[src/rtl/des_key_schedule.sv]
// DES key schedule: emits the sixteen 48-bit round subkeys, K1..K16 or K16..K1.
// Latency: key accept -> first subkey valid next cycle; one subkey per accepted cycle.
// Backpressure: subkey/round_cnt held while subkey_ready=0; key_ready low for the whole schedule.
module des_key_schedule (
   input  logic        clk,
   input  logic        rst_n,
   input  logic [63:0] key_in,
   input  logic        key_valid,
   output logic        key_ready,
   input  logic        decrypt,
   output logic [47:0] subkey,
   output logic        subkey_valid,
   input  logic        subkey_ready,
   output logic [3:0]  round_cnt,
   output logic        done
);

   typedef enum logic {ST_IDLE, ST_GEN} state_t;

   // FIPS bit positions (1 = MSB), first table entry is the output MSB
   localparam logic [56*6-1:0] PC1_TAB = {
      6'd57, 6'd49, 6'd41, 6'd33, 6'd25, 6'd17, 6'd9,
      6'd1,  6'd58, 6'd50, 6'd42, 6'd34, 6'd26, 6'd18,
      6'd10, 6'd2,  6'd59, 6'd51, 6'd43, 6'd35, 6'd27,
      6'd19, 6'd11, 6'd3,  6'd60, 6'd52, 6'd44, 6'd36,
      6'd63, 6'd55, 6'd47, 6'd39, 6'd31, 6'd23, 6'd15,
      6'd7,  6'd62, 6'd54, 6'd46, 6'd38, 6'd30, 6'd22,
      6'd14, 6'd6,  6'd61, 6'd53, 6'd45, 6'd37, 6'd29,
      6'd21, 6'd13, 6'd5,  6'd28, 6'd20, 6'd12, 6'd4};

   localparam logic [48*6-1:0] PC2_TAB = {
      6'd14, 6'd17, 6'd11, 6'd24, 6'd1,  6'd5,
      6'd3,  6'd28, 6'd15, 6'd6,  6'd21, 6'd10,
      6'd23, 6'd19, 6'd12, 6'd4,  6'd26, 6'd8,
      6'd16, 6'd7,  6'd27, 6'd20, 6'd13, 6'd2,
      6'd41, 6'd52, 6'd31, 6'd37, 6'd47, 6'd55,
      6'd30, 6'd40, 6'd51, 6'd45, 6'd33, 6'd48,
      6'd44, 6'd49, 6'd39, 6'd56, 6'd34, 6'd53,
      6'd46, 6'd42, 6'd50, 6'd36, 6'd29, 6'd32};

   function automatic logic [55:0] pc1(input logic [63:0] k);
      logic [55:0] r;
      logic [5:0]  tab;
      logic [5:0]  src;
      r = '0;
      for (int i = 0; i < 56; i++) begin
         tab   = PC1_TAB[i*6 +: 6];
         src   = 6'(7'd64 - {1'b0, tab});
         r[i]  = k[src];
      end
      return r;
   endfunction

   function automatic logic [47:0] pc2(input logic [55:0] cd);
      logic [47:0] r;
      logic [5:0]  tab;
      logic [5:0]  src;
      r = '0;
      for (int i = 0; i < 48; i++) begin
         tab   = PC2_TAB[i*6 +: 6];
         src   = 6'd56 - tab;
         r[i]  = cd[src];
      end
      return r;
   endfunction

   // Per-round left-shift amounts; rounds 1, 2, 9 and 16 shift by one
   function automatic logic shift_one(input logic [3:0] idx);
      return (idx == 4'd0) || (idx == 4'd1) || (idx == 4'd8) || (idx == 4'd15);
   endfunction

   function automatic logic [27:0] rotl28(input logic [27:0] x, input logic one);
      return one ? {x[26:0], x[27]} : {x[25:0], x[27:26]};
   endfunction

   function automatic logic [27:0] rotr28(input logic [27:0] x, input logic one);
      return one ? {x[0], x[27:1]} : {x[1:0], x[27:2]};
   endfunction

   state_t      state_q, state_d;
   logic [27:0] c_q, c_d, d_q, d_d;
   logic [3:0]  cnt_q, cnt_d;
   logic        dec_q, dec_d;
   logic        done_q, done_d;
   logic        key_ready_q, subkey_valid_q;
   logic [55:0] cd0;

   assign cd0 = pc1(key_in);

   // Next-state: load C0/D0 on key accept, then rotate one round per accepted subkey
   always_comb begin
      state_d = state_q;
      c_d     = c_q;
      d_d     = d_q;
      cnt_d   = cnt_q;
      dec_d   = dec_q;
      done_d  = 1'b0;
      case (state_q)
         ST_IDLE: begin
            if (key_valid) begin
               dec_d   = decrypt;
               cnt_d   = 4'd0;
               state_d = ST_GEN;
               // Decrypt starts at K16, whose cumulative shift of 28 is the identity
               if (decrypt) begin
                  c_d = cd0[55:28];
                  d_d = cd0[27:0];
               end else begin
                  c_d = rotl28(cd0[55:28], 1'b1);
                  d_d = rotl28(cd0[27:0], 1'b1);
               end
            end
         end
         default: begin
            if (subkey_ready) begin
               if (cnt_q == 4'd15) begin
                  state_d = ST_IDLE;
                  cnt_d   = 4'd0;
                  done_d  = 1'b1;
               end else begin
                  cnt_d = cnt_q + 4'd1;
                  if (dec_q) begin
                     c_d = rotr28(c_q, shift_one(4'd15 - cnt_q));
                     d_d = rotr28(d_q, shift_one(4'd15 - cnt_q));
                  end else begin
                     c_d = rotl28(c_q, shift_one(cnt_q + 4'd1));
                     d_d = rotl28(d_q, shift_one(cnt_q + 4'd1));
                  end
               end
            end
         end
      endcase
   end

   // State, key registers and registered handshake outputs
   always_ff @(posedge clk or negedge rst_n) begin
      if (!rst_n) begin
         state_q        <= ST_IDLE;
         c_q            <= '0;
         d_q            <= '0;
         cnt_q          <= '0;
         dec_q          <= 1'b0;
         done_q         <= 1'b0;
         key_ready_q    <= 1'b1;
         subkey_valid_q <= 1'b0;
      end else begin
         state_q        <= state_d;
         c_q            <= c_d;
         d_q            <= d_d;
         cnt_q          <= cnt_d;
         dec_q          <= dec_d;
         done_q         <= done_d;
         key_ready_q    <= (state_d == ST_IDLE);
         subkey_valid_q <= (state_d == ST_GEN);
      end
   end

   assign subkey       = pc2({c_q, d_q});
   assign key_ready    = key_ready_q;
   assign subkey_valid = subkey_valid_q;
   assign round_cnt    = cnt_q;
   assign done         = done_q;

endmodule

[config.mk]
export PLATFORM = sky130hd
export DESIGN_NAME = des_key_schedule
export DESIGN_NICKNAME = d
export VERILOG_FILES = /design/src/rtl/des_key_schedule.sv
export SDC_FILE = /design/constraint.sdc
export NUM_CORES = 1
export LEC_CHECK = 0
export CAP_MARGIN = 20
export CORE_MARGIN = 1
export CORE_UTILIZATION = 40
export DETAILED_ROUTE_END_ITERATION = 10
export SYNTH_ARGS = -nofsm -noshare
export SYNTH_HDL_FRONTEND = slang
export SYNTH_SLANG_ARGS = --single-unit
[constraint.sdc]
create_clock -name clk -period 2.5 [get_ports clk]
set_input_delay 0.375 -clock clk [delete_from_list [all_inputs] [get_ports clk]]
set_output_delay 0.375 -clock clk [all_outputs]
set_load 0.1 [all_outputs]
==> results.yml <==
layout:
  diodes: 0
  layout.cells.non_filler: 939
  layout_common_cells: "169 x mux2i_1, 112 x o21ai_1, 61 x nand2_1, 61 x dfrtp_1, 60 x buf_4"
  fill_cells: 1441
  layout_commonest_cell: "mux2i_1"
  syn2layout_area_growth_pct: 16.5
  final_util_pct: 47.7
  drive_gt1_share_pct: 14.6
  nets: 819
drt:
  drc: 0
  vias_per_cell: 5.56
  avgRoutedWirePerCell_um: 16.2
  vias: 5223
  first_iter_violations: 449
  detail_route.first_pass.iterations: 4
  drtAntennaViolNets: 0
  wirelength_mm: 15.2
clocking:
  cts.clk_slew.worst_paths_ns: 0.06
  clockBufferDepth: 2
  insertion_delay_ns: 0.34
  clock-root-buffer: "clkbuf_16"
  cts_made_buffers: 9
  postCtsHoldBufs: 0
  post_cts_buffers: 0
  cts_resized: 0
  clock_sinks: 64
  cts_tree: "done"
  htree_levels: 3
yosys:
  netlist.top_cell.by_area: "mux2i_1"
  synth_fa_ha_area_share_pct: 0.808
  ys_types: 34
  synthMuxAreaShare_pct: 27.9
  seq_area_frac_synth_pct: 25.9
  yosysTopAreaCellShare_pct: 27.3
  avgSynthCellArea_um2: 8.69
  syn_nets: 786
  synth_simple_gate_area_share_pct: 13.8
  ys_ff_latch: 64
  async_flop_share_pct: 100
  synthCells: 713
  syn-cell-area_um2: 6190
  synthFlopType: "dfrtp_1"
  synth_top_family_by_area: "multiplexers"
  synth_edf_count: 0
  synth_compound_area_share_pct: 18.4
  ys_warn_count: 0
  yosys-top-cells-area: "mux2i_1 27%, dfrtp_1 25%, o21ai_1 9.0%"
  synthXorXnorAreaFrac_pct: 0.141
die:
  io_pins: 124
  rows: 45
  die_x_um: 126
  die_area_um2: 16000
  core_area_um2: 15100
  initial_core_util_pct: 40.9
  die_y_um: 126
worst_setup_path:
  cp.buffers_inverters: 1
  path_class: "flop to flop"
  slowest_delay_ns: 0.49
  crit_path_end_kind: "flop"
  critPathTopFamily: "compound AO/OA/AOI/OAI gates"
  worstPathCellList: "ha_1 -> a31o_4 -> buf_12 -> a22oi_1 -> o21ai_1 -> o21ai_1"
  critPathArrivalTime_ns: 2.25
  cp_slowest_cell: "a31o_4"
  worstPathMaxFanout: 31
  start_kind: "flop"
  crit_top_cell: "o21ai_1"
  required_ns: 2.72
flow_run:
  cap_violations: 0
sta:
  setup_tns_ns: 0
  relSlewSlack_pct: 65.8
  fin_crit_sh_pct: 81.3
  hold_viol: 0
  finClkSkew_ns: 0.00891
  period_minus_slack_ns: 2.03
  rsz0062_at_grt: "false"
  fmax_mhz: 492
  setup_viol: 0
  slew_viol_final: 0
  worst_pin_slew_ns: 0.514
pwr:
  powerDensity_nw_per_um2: 1540
  peakVddDrop_v: 0.000608
  leakage_uw: 0.00300
  total_power_uw: 11100
global_route:
  antenna_found_initial: 0
  grt_pass1_wl_mm: 25.3
  overflow: 0
  grt_max_degree: 58
  grt_pass1_vias: 5090
  grt_usage_pct: 19.5
placed_design:
  dp_hpwl_mm: 10.3
  placed_cells: 923
  numPortBuffers: 115
  gp_congestion: 0.816
min_path:
  hp-class: "input pin to async pin"
run_status:
  status: "finished clean"
## layout make-up
cell class                      count  area, µm²  area share, %
Sequential cell                    64       1610           22.2
Clock buffer                       12        256           3.55
Clock inverter                      4       76.3           1.06
Inverter                            3       11.3          0.156
Multi-Input combinational cell    539       3800           52.6
Tap cell                          188        235           3.26
Timing Repair Buffer              129       1240           17.1
## metrics by stage
| step | instance area [µm²] | hold WS (ns) | setup WS (ns) |
|---|---|---|---|
| after floorplan | 6200 | 0.0794 | 0.141 |
| after global placement | 6890 | 0.379 | 0.350 |
| after detailed placement | 6890 | 0.373 | 0.315 |
| after CTS | 7220 | 0.0122 | 0.458 |
| after global routing | 7220 | 0.0350 | 0.316 |
| final | 7220 | 0.00270 | 0.468 |
## synth_stat cells, drive strengths merged, types with 2 or more instances
| cell | number |
|---|---|
| mux2i | 170 |
| o21ai | 116 |
| buf | 86 |
| dfrtp | 63 |
| nand2 | 61 |
| nor2 | 59 |
| nand2b | 58 |
| a22oi | 56 |
| clkbuf | 21 |
| ha | 4 |
| a21oi | 3 |
| inv | 3 |
| nand3 | 2 |
## power by group
part	switching (µW)	internal (µW)	total (µW)
clock network	495	930	1430
logic	5040	2540	7580
registers	609	1470	2080
## worst paths after layout
kind / to / cells past startpoint / slack (ns) / start
max in group asynchronous: key_ready / 2 / 1.80 / rst_n
min reg2reg: round_cnt[0] / 1 / 0.56 / round_cnt[0]
max reg2reg: d_q[10] / 6 / 0.47 / round_cnt[1]
min in group clk: round_cnt[0] / 1 / 0.56 / round_cnt[0]
min: d_q[9] / 1 / 0.003 / rst_n
max: d_q[10] / 6 / 0.47 / round_cnt[1]
## routing by layer
metal | global-route usage [%] | part of all wire [%] | vias up
li1 | - | - | 2546
met2 | 31.6 | 47 | 153
met1 | 26.1 | 47 | 2513
met3 | 4.09 | 5.8 | 11
met4 | 5.67 | 0.97 | 0
met5 | 0 | 0 | -
## state kept, by name (all words and copies together) (netlist names)
name / cells
c_q: 28
dec_q: 1
done: 1
key_ready: 1
subkey_valid: 1
round_cnt: 4
d_q: 28
## cell families (layout without fill, tap and decap cells)
family,after synthesis,in the layout
XOR/XNOR,1,1
adder cells (fa/ha/maj),4,4
buffers and inverters,110,148
AND/OR/NAND/NOR,182,182
AO/OA/AOI/OAI,181,181
flip-flops,64,64
multiplexers,171,171
## worst register-to-register path: stages (launching register included)
cell	delay (ns)
dfrtp_1	0.45
ha_1	0.39
a31o_4	0.49
buf_12	0.28
a22oi_1	0.14
o21ai_1	0.09
o21ai_1	0.07
Power figures use the tool's default switching activity.
